===== src/rtl/imem_arbiter.sv =====
// Shares the single imem read port between fetch (F) and debug (D) requesters.
// Round-robin arbitration with a D lock mode bounded by a fairness timeout.
module imem_arbiter #(
  parameter int unsigned N        = 32,
  parameter int unsigned R        = 6,
  parameter int unsigned LOCK_MAX = 8
) (
  input  logic         clk,
  input  logic         reset,
  input  logic         f_req,
  input  logic [R-1:0] f_addr,
  output logic         f_gnt,
  output logic         f_rvalid,
  output logic [N-1:0] f_rdata,
  input  logic         d_req,
  input  logic [R-1:0] d_addr,
  input  logic         d_hold,
  output logic         d_gnt,
  output logic         d_rvalid,
  output logic [N-1:0] d_rdata,
  output logic [R-1:0] imem_addr,
  input  logic [N-1:0] imem_readdata,
  output logic         locked
);

  localparam int unsigned CW = $clog2(LOCK_MAX + 1);

  localparam logic ST_ARB  = 1'b0;
  localparam logic ST_LOCK = 1'b1;

  logic          state_q, state_d;
  logic          last_d_q, last_d_d;   // 1: D won the most recent tie
  logic [CW-1:0] cnt_q, cnt_d;
  logic [R-1:0]  addr_q;
  logic          f_win, d_win;
  logic          f_rvalid_q, d_rvalid_q;
  logic [N-1:0]  f_rdata_q, d_rdata_q;

  // Grant selection and next-state logic
  always_comb begin
    state_d  = state_q;
    last_d_d = last_d_q;
    cnt_d    = cnt_q;
    f_win    = 1'b0;
    d_win    = 1'b0;
    if (!reset) begin
      case (state_q)
        ST_ARB: begin
          if (f_req && d_req) begin
            f_win    = last_d_q;
            d_win    = ~last_d_q;
            last_d_d = ~last_d_q;
          end else begin
            f_win = f_req;
            d_win = d_req;
          end
          if (d_win && d_hold) begin
            state_d = ST_LOCK;
            cnt_d   = CW'(1);
          end
        end
        default: begin
          // Fairness slot: F pre-empts D once the lock budget is spent
          if ((cnt_q == CW'(LOCK_MAX)) && f_req) begin
            f_win = 1'b1;
            cnt_d = '0;
          end else if (d_req) begin
            d_win = 1'b1;
            if (cnt_q < CW'(LOCK_MAX)) cnt_d = cnt_q + CW'(1);
          end
          if (!d_hold) begin
            state_d  = ST_ARB;
            cnt_d    = '0;
            last_d_d = 1'b1;
          end
        end
      endcase
    end
  end

  assign f_gnt     = f_win;
  assign d_gnt     = d_win;
  assign imem_addr = f_win ? f_addr : (d_win ? d_addr : addr_q);
  assign f_rvalid  = f_rvalid_q;
  assign d_rvalid  = d_rvalid_q;
  assign f_rdata   = f_rdata_q;
  assign d_rdata   = d_rdata_q;
  assign locked    = (state_q == ST_LOCK);

  // State, held address and per-requester response registers
  always_ff @(posedge clk) begin
    if (reset) begin
      state_q    <= ST_ARB;
      last_d_q   <= 1'b1;
      cnt_q      <= '0;
      addr_q     <= '0;
      f_rvalid_q <= 1'b0;
      d_rvalid_q <= 1'b0;
      f_rdata_q  <= '0;
      d_rdata_q  <= '0;
    end else begin
      state_q    <= state_d;
      last_d_q   <= last_d_d;
      cnt_q      <= cnt_d;
      addr_q     <= imem_addr;
      f_rvalid_q <= f_win;
      d_rvalid_q <= d_win;
      if (f_win) f_rdata_q <= imem_readdata;
      if (d_win) d_rdata_q <= imem_readdata;
    end
  end

endmodule

===== config.mk =====
export PLATFORM = sky130hd
export DESIGN_NAME = imem_arbiter
export DESIGN_NICKNAME = d
export VERILOG_FILES = /design/src/rtl/imem_arbiter.sv
export SDC_FILE = /design/constraint.sdc
export NUM_CORES = 1
export LEC_CHECK = 0
export BUFFER_PORTS_ARGS = -buffer_cell sky130_fd_sc_hd__clkbuf_2
export CORE_UTILIZATION = 41
export CTS_CLUSTER_SIZE = 24
export DETAILED_ROUTE_END_ITERATION = 7
export PLACE_DENSITY_LB_ADDON = 0.3
export SYNTH_ARGS = -nofsm -noshare
export SYNTH_HDL_FRONTEND = slang
export SYNTH_SLANG_ARGS = --single-unit

===== constraint.sdc =====
create_clock -name clk -period 2.6 [get_ports clk]
set_input_delay 0.52 -clock clk [delete_from_list [all_inputs] [get_ports clk]]
set_output_delay 0.52 -clock clk [all_outputs]
set_load 0.05 [all_outputs]

After elaboration in Yosys (flattened, before gate mapping)
Index checks and enable logic that the tools add are counted.
{ "word_totals": {"output_inout_bits": 75, "elab_cells": 47, "memories": 0, "inputBits": 49, "ff_bits": 78, "ramBits": 0, "romBits": 0, "latchBits": 0} }
{ "classes": {"addsub": 1, "bitwise": 1, "muxes": 25, "n_shift": 0, "n_mul": 0, "n_reduce_logical": 7, "div": 0, "order_cmp": 1, "n_eq_ne": 4} }
{ "op_table": {"columns": ["cell", "n"], "rows": [
  ["4-bit 2-to-1 mux", 6],
  ["1-bit 2-to-1 mux", 17],
  ["6-bit 2-to-1 mux", 2],
  ["4-bit by 1-bit adder with 4-bit output (second input constant)", 1],
  ["4-bit == test (second input constant)", 1],
  ["4-bit < comparator (second input constant)", 1],
  ["4-bit by 2-bit != test with 1-bit output (second input constant)", 1],
  ["4-bit by 3-bit != test with 1-bit output (second input constant)", 1],
  ["2-bit nonzero test", 2],
  ["1-bit logical AND", 3],
  ["3-bit AND reduction", 1],
  ["2-bit != test (second input constant)", 1],
  ["2-bit AND reduction", 1],
  ["1-bit NOT", 1]
]} }

Depth between registers and ports, before layout
{ "depth": {"ltp_word": 8, "depth_mapped": 8, "depth_no_buf": 7} }

Worst setup path after synthesis
OpenSTA, ideal clock, no wires.
{ "synth_path": {"kind": "flip-flop to output port", "from": "register state_q, in the netlist locked", "to": "output imem_addr[1]", "arrival_ns": 2.251, "required_ns": 2.080, "path_slack_ns": -0.171, "path_buffers": 1, "stages_incl_launch_ff": 6, "path_cell_list": "dfxtp_1 > nand3b_1 > o2111a_2 > buf_2 > nand2_1 > a31oi_1"} }
{ "synth_between": {"elab_chain_cells": 4, "word_cells_on_any_way": 6, "cone_classes": "6 x mux"} }
{ "synth_rtl": {"columns": ["item", "line", "text"], "rows": [
  ["from (decl)", "31", "logic state_q, state_d;"],
  ["from (signal assigned)", "102", "state_q <= state_d;"],
  ["1-bit 2-to-1 mux", "47", "case (state_q)"],
  ["1-bit 2-to-1 mux", "46", "if (!reset) begin"],
  ["6-bit 2-to-1 mux", "83", "assign imem_addr = f_win ? f_addr : (d_win ? d_addr : addr_q);"],
  ["6-bit 2-to-1 mux (*)", "83", null],
  ["to (decl)", "21", "output logic [R-1:0] imem_addr,"]
]} }
Mark *: on every way between the ends. The rest lies on a longest branch, timed or not.

Worst setup path in the final report
{ "layout_path": {"from": "register cnt_q[0]", "to": "output imem_addr[5]"} }
{ "layout_between": {"elab_chain_cells": 7, "word_cells_on_any_way": 10, "cone_classes": "1 x eq/ne; 8 x mux; 1 x reduce/logical"} }
{ "layout_rtl": {"columns": ["item", "line", "text"], "rows": [
  ["from (decl)", "33", "logic [CW-1:0] cnt_q, cnt_d;"],
  ["from (signal assigned)", "104", "cnt_q <= cnt_d;"],
  ["4-bit == test (*)", "64", "if ((cnt_q == CW'(LOCK_MAX)) && f_req) begin"],
  ["1-bit logical AND (*)", "64", null],
  ["1-bit 2-to-1 mux", "64", null],
  ["1-bit 2-to-1 mux", "47", null],
  ["1-bit 2-to-1 mux", "46", null],
  ["6-bit 2-to-1 mux", "83", null],
  ["6-bit 2-to-1 mux (*)", "83", null]
]} }
Marked as above.

==> key figures <==
Power
  • Power, Total: 2.86 mW
  • Lkg Pwr: about 1.9 nW
  • Reg power frac: 0.466
  • Sw frac: 0.346
  • Sw Pwr: just under 1 mW
  • P_int: between 1.5 and 2 mW
  • Clock Power Share: 0.277
  • Pwr Density: roughly 680 mW/mm^2
  • Worst VDD drop: approximately 360 uV
  • Combinational fraction of design power: 0.256

Floorplan
  • DIE WIDTH: 88.3 um
  • Initial Utilization: 0.423
  • # rows: 31
  • Total core area: approximately 0.0072 mm^2
  • Die span in y: 88.3 um
  • Die Area: between 0.007 and 0.008 mm^2
  • Ports: about 120

CTS
  • CTS tree: done
  • H-tree Lvls: 3
  • CTS root buf: clkbuf_8
  • Clock sink total: 78
  • Clk slew on worst S/H paths: ~0.080 ns
  • Worst-Skew Late Latency: about 0.34 ns
  • Hold buffers post-CTS: 0
  • Total CTS buffers: 9
  • Max clock buf depth: 2

GRT
  • Pin count of the biggest net entering global routing: about 70
  • Initial antenna violation count: 0
  • M1 GR Usage: 0.232
  • GRT met2 Usage: 0.342
  • Grt peak-use layer: met2
  • Vias in the first global route: between 2,000 and 3,000
  • Met3 usage: 0.0578
  • Remaining Overflow, GRT: 0
  • First-pass GRT wire length: ~12 mm
  • GRT Resource Usage Total: 0.200

Yosys
  • Yosys warns: 0
  • Synth top area cells: dfxtp_1, nand2_1, o21ai_0
  • XOR/XNOR share of the synthesized area: 0
  • Mux share of post-synthesis cell area: 0.00656
  • Synth Cell Area: 0.00305 mm^2
  • Count of state elements after synthesis: 78
  • Most frequent cell after synthesis: nand2_1
  • Synth async-reset ratio: 0
  • Synth Area in Simple Gates: 0.240
  • Post-synth top cells: nand2_1, dfxtp_1, o21ai_0, clkbuf_1
  • Synth Area in Adders: 0.00820
  • Synth cell types: 36
  • Largest area contributor in the netlist: dfxtp_1
  • Sequential area share after synthesis: 0.512
  • Compound-cell area share of the yosys netlist: 0.189
  • Post-Syn Area per Cell: about 8 um^2
  • Cells after Synth: 371
  • Largest family of logic cells by synthesized area: simple AND/OR/NAND/NOR gates
  • Share of the synthesized area in the top cell type: 0.512
  • Most used DFF post-synth: dfxtp_1
  • EDFF count, synth: 0
  • Post-synth net total: between 400 and 500

Route
  • Detailed-router iteration count before antenna repair: 5
  • Via/cell ratio: 4.88
  • Remaining antenna violation count after routing: 0
  • Vias: ~2,900
  • Avg WL per Cell: 12.9 um
  • DRT Wirelength: slightly below 8 mm
  • Detailed Route Iter0 Violations: 150
  • Residual DRC count: 0

Setup path
  • CP endpoint kind: primary output
  • CP Launch Type: flop
  • Worst path required time: 2.08 ns
  • Critical-path maximum fanout: 5
  • Crit path kind: flop to primary output
  • Worst EP arrival: roughly 2.0 ns

Cells and area
  • Nets: 550
  • Area growth, synth to finish: 38.2%
  • Finished Cell Area: roughly 0.0042 mm^2
  • Number of antenna diodes: 0
  • Share of cells above drive strength 1: 0.373
  • Post-layout util: 0.584

Timing
  • Max Freq: between 300 and 400 MHz
  • Final Skew: 0.0113 ns
  • Final period util: 0.972
  • Setup TNS: 0 ns
  • Final setup fails: 0
  • Minimum clock period: between 2 and 3 ns
  • Slew headroom: 0.543
  • Worst-margin pin slew: roughly 0.69 ns
  • Hold_ws: 0.387 ns
  • Final hold violations: 0
  • Max Slew Vio Count: 0

Place
  • GPL Wtd Cong: approximately 0.81
  • Cell Area, Placed: 0.00380 mm^2
  • DPL Wire Length: between 5 and 6 mm
  • Port buffer count: 123

Outcome
  • Status: completed

Worst hold path
  • Hold crit path type: input port to flop

Run
  • Max_cap viols: 0
[cell families after synthesis]
family,after synthesis
AOI/OAI and AO/OA,92
adders and majority gates,2
buffers and inverters,31
DFF,78
muxes,2
and+or+nand+nor,166
[metrics by stage]
step | cells | worst slack (ns)
finish | 603 | 0.0722
global route | 603 | -0.00873
CTS | 602 | 0.0224
detailed placement | 576 | 0.186
global placement | 576 | 0.242
floorplan | 371 | 0.134
[flip-flops by register name, summed over array words and instances (netlist names)]
| register | cells |
|---|---|
| last_d_q | 1 |
| d_rdata | 32 |
| d_rvalid | 1 |
| cnt_q | 4 |
| locked | 1 |
| addr_q | 6 |
| f_rdata | 32 |
| f_rvalid | 1 |
[repair_timing]
| item | in CTS | in global routing |
|---|---|---|
| buffers inserted | 7 | 1 |
| gates resized for setup | 19 | 7 |
| endpoints found under the setup margin | 7 | 7 |
| pin swaps | 2 | 2 |
| cloned | 3 | 0 |
| endpoints found under the hold margin | 0 | 0 |
[routing by layer]
layer / up-vias / routed length, um
li1: 1507 / -
met1: 1333 / 3460
met2: 94 / 3730
met3: 11 / 466
met4: 0 / 116
met5: - / 0
[final timing paths]
check,from,cells after the start,to,slack (ns)
min reg2reg,f_rdata[29],2,f_rdata[29],0.46
max reg2reg,cnt_q[0],9,f_rdata[24],0.61
min,imem_readdata[13],3,f_rdata[13],0.39
max,cnt_q[0],9,imem_addr[5],0.07
[cell type report]
type | instances | area, um^2
fill | 676 | 3000
clock buffer | 10 | 138
clock inverter | 6 | 37.5
tap | 99 | 124
sequential | 78 | 1560
timing repair buffer | 141 | 888
multi-input combinational | 263 | 1440
inverter | 6 | 22.5
[worst max-delay path: stages, from the launching register on]
cell     delay, ns
dfxtp_2       0.33
inv_1         0.07
ha_4          0.17
and4b_1       0.21
a32oi_2       0.18
buf_4         0.17
buf_12        0.11
nor2_1        0.06
a31oi_2       0.20
buf_8         0.18
[placed cells by master (no fill, tap or decap), types with 2 or more instances in the layout]
master	synthesis	layout
o2111a_2	1	2
a311oi_2	6	6
buf_12	0	2
nand2b_4	6	6
bufbuf_16	0	2
buf_8	0	3
clkbuf_8	0	13
dfxtp_1	78	76
a31oi_2	0	5
nand3b_1	2	2
mux2i_1	2	2
clkinv_2	0	3
o21ai_0	63	63
clkinvlp_4	0	3
nor2_1	8	7
inv_2	1	3
a21oi_1	4	4
nor2b_1	4	4
buf_4	1	14
dfxtp_2	0	2
inv_1	4	3
clkbuf_2	0	116
a31o_2	2	2
nand2_1	138	138
a211oi_1	2	2
nand3_1	2	2
a22oi_1	2	2
nand4_1	2	2
[power groups by stage]
stage / Clock (mW) / Combinational, mW / Sequential [mW]
after floorplan: 0 / 0.228 / 1.62
after global placement: 0 / 0.663 / 1.35
after detailed placement: 0 / 0.670 / 1.36
after CTS: 0.824 / 0.724 / 1.33
after global routing: 0.870 / 0.779 / 1.34
final: 0.793 / 0.733 / 1.33
No activity file was read; power rests on OpenSTA's default activity.
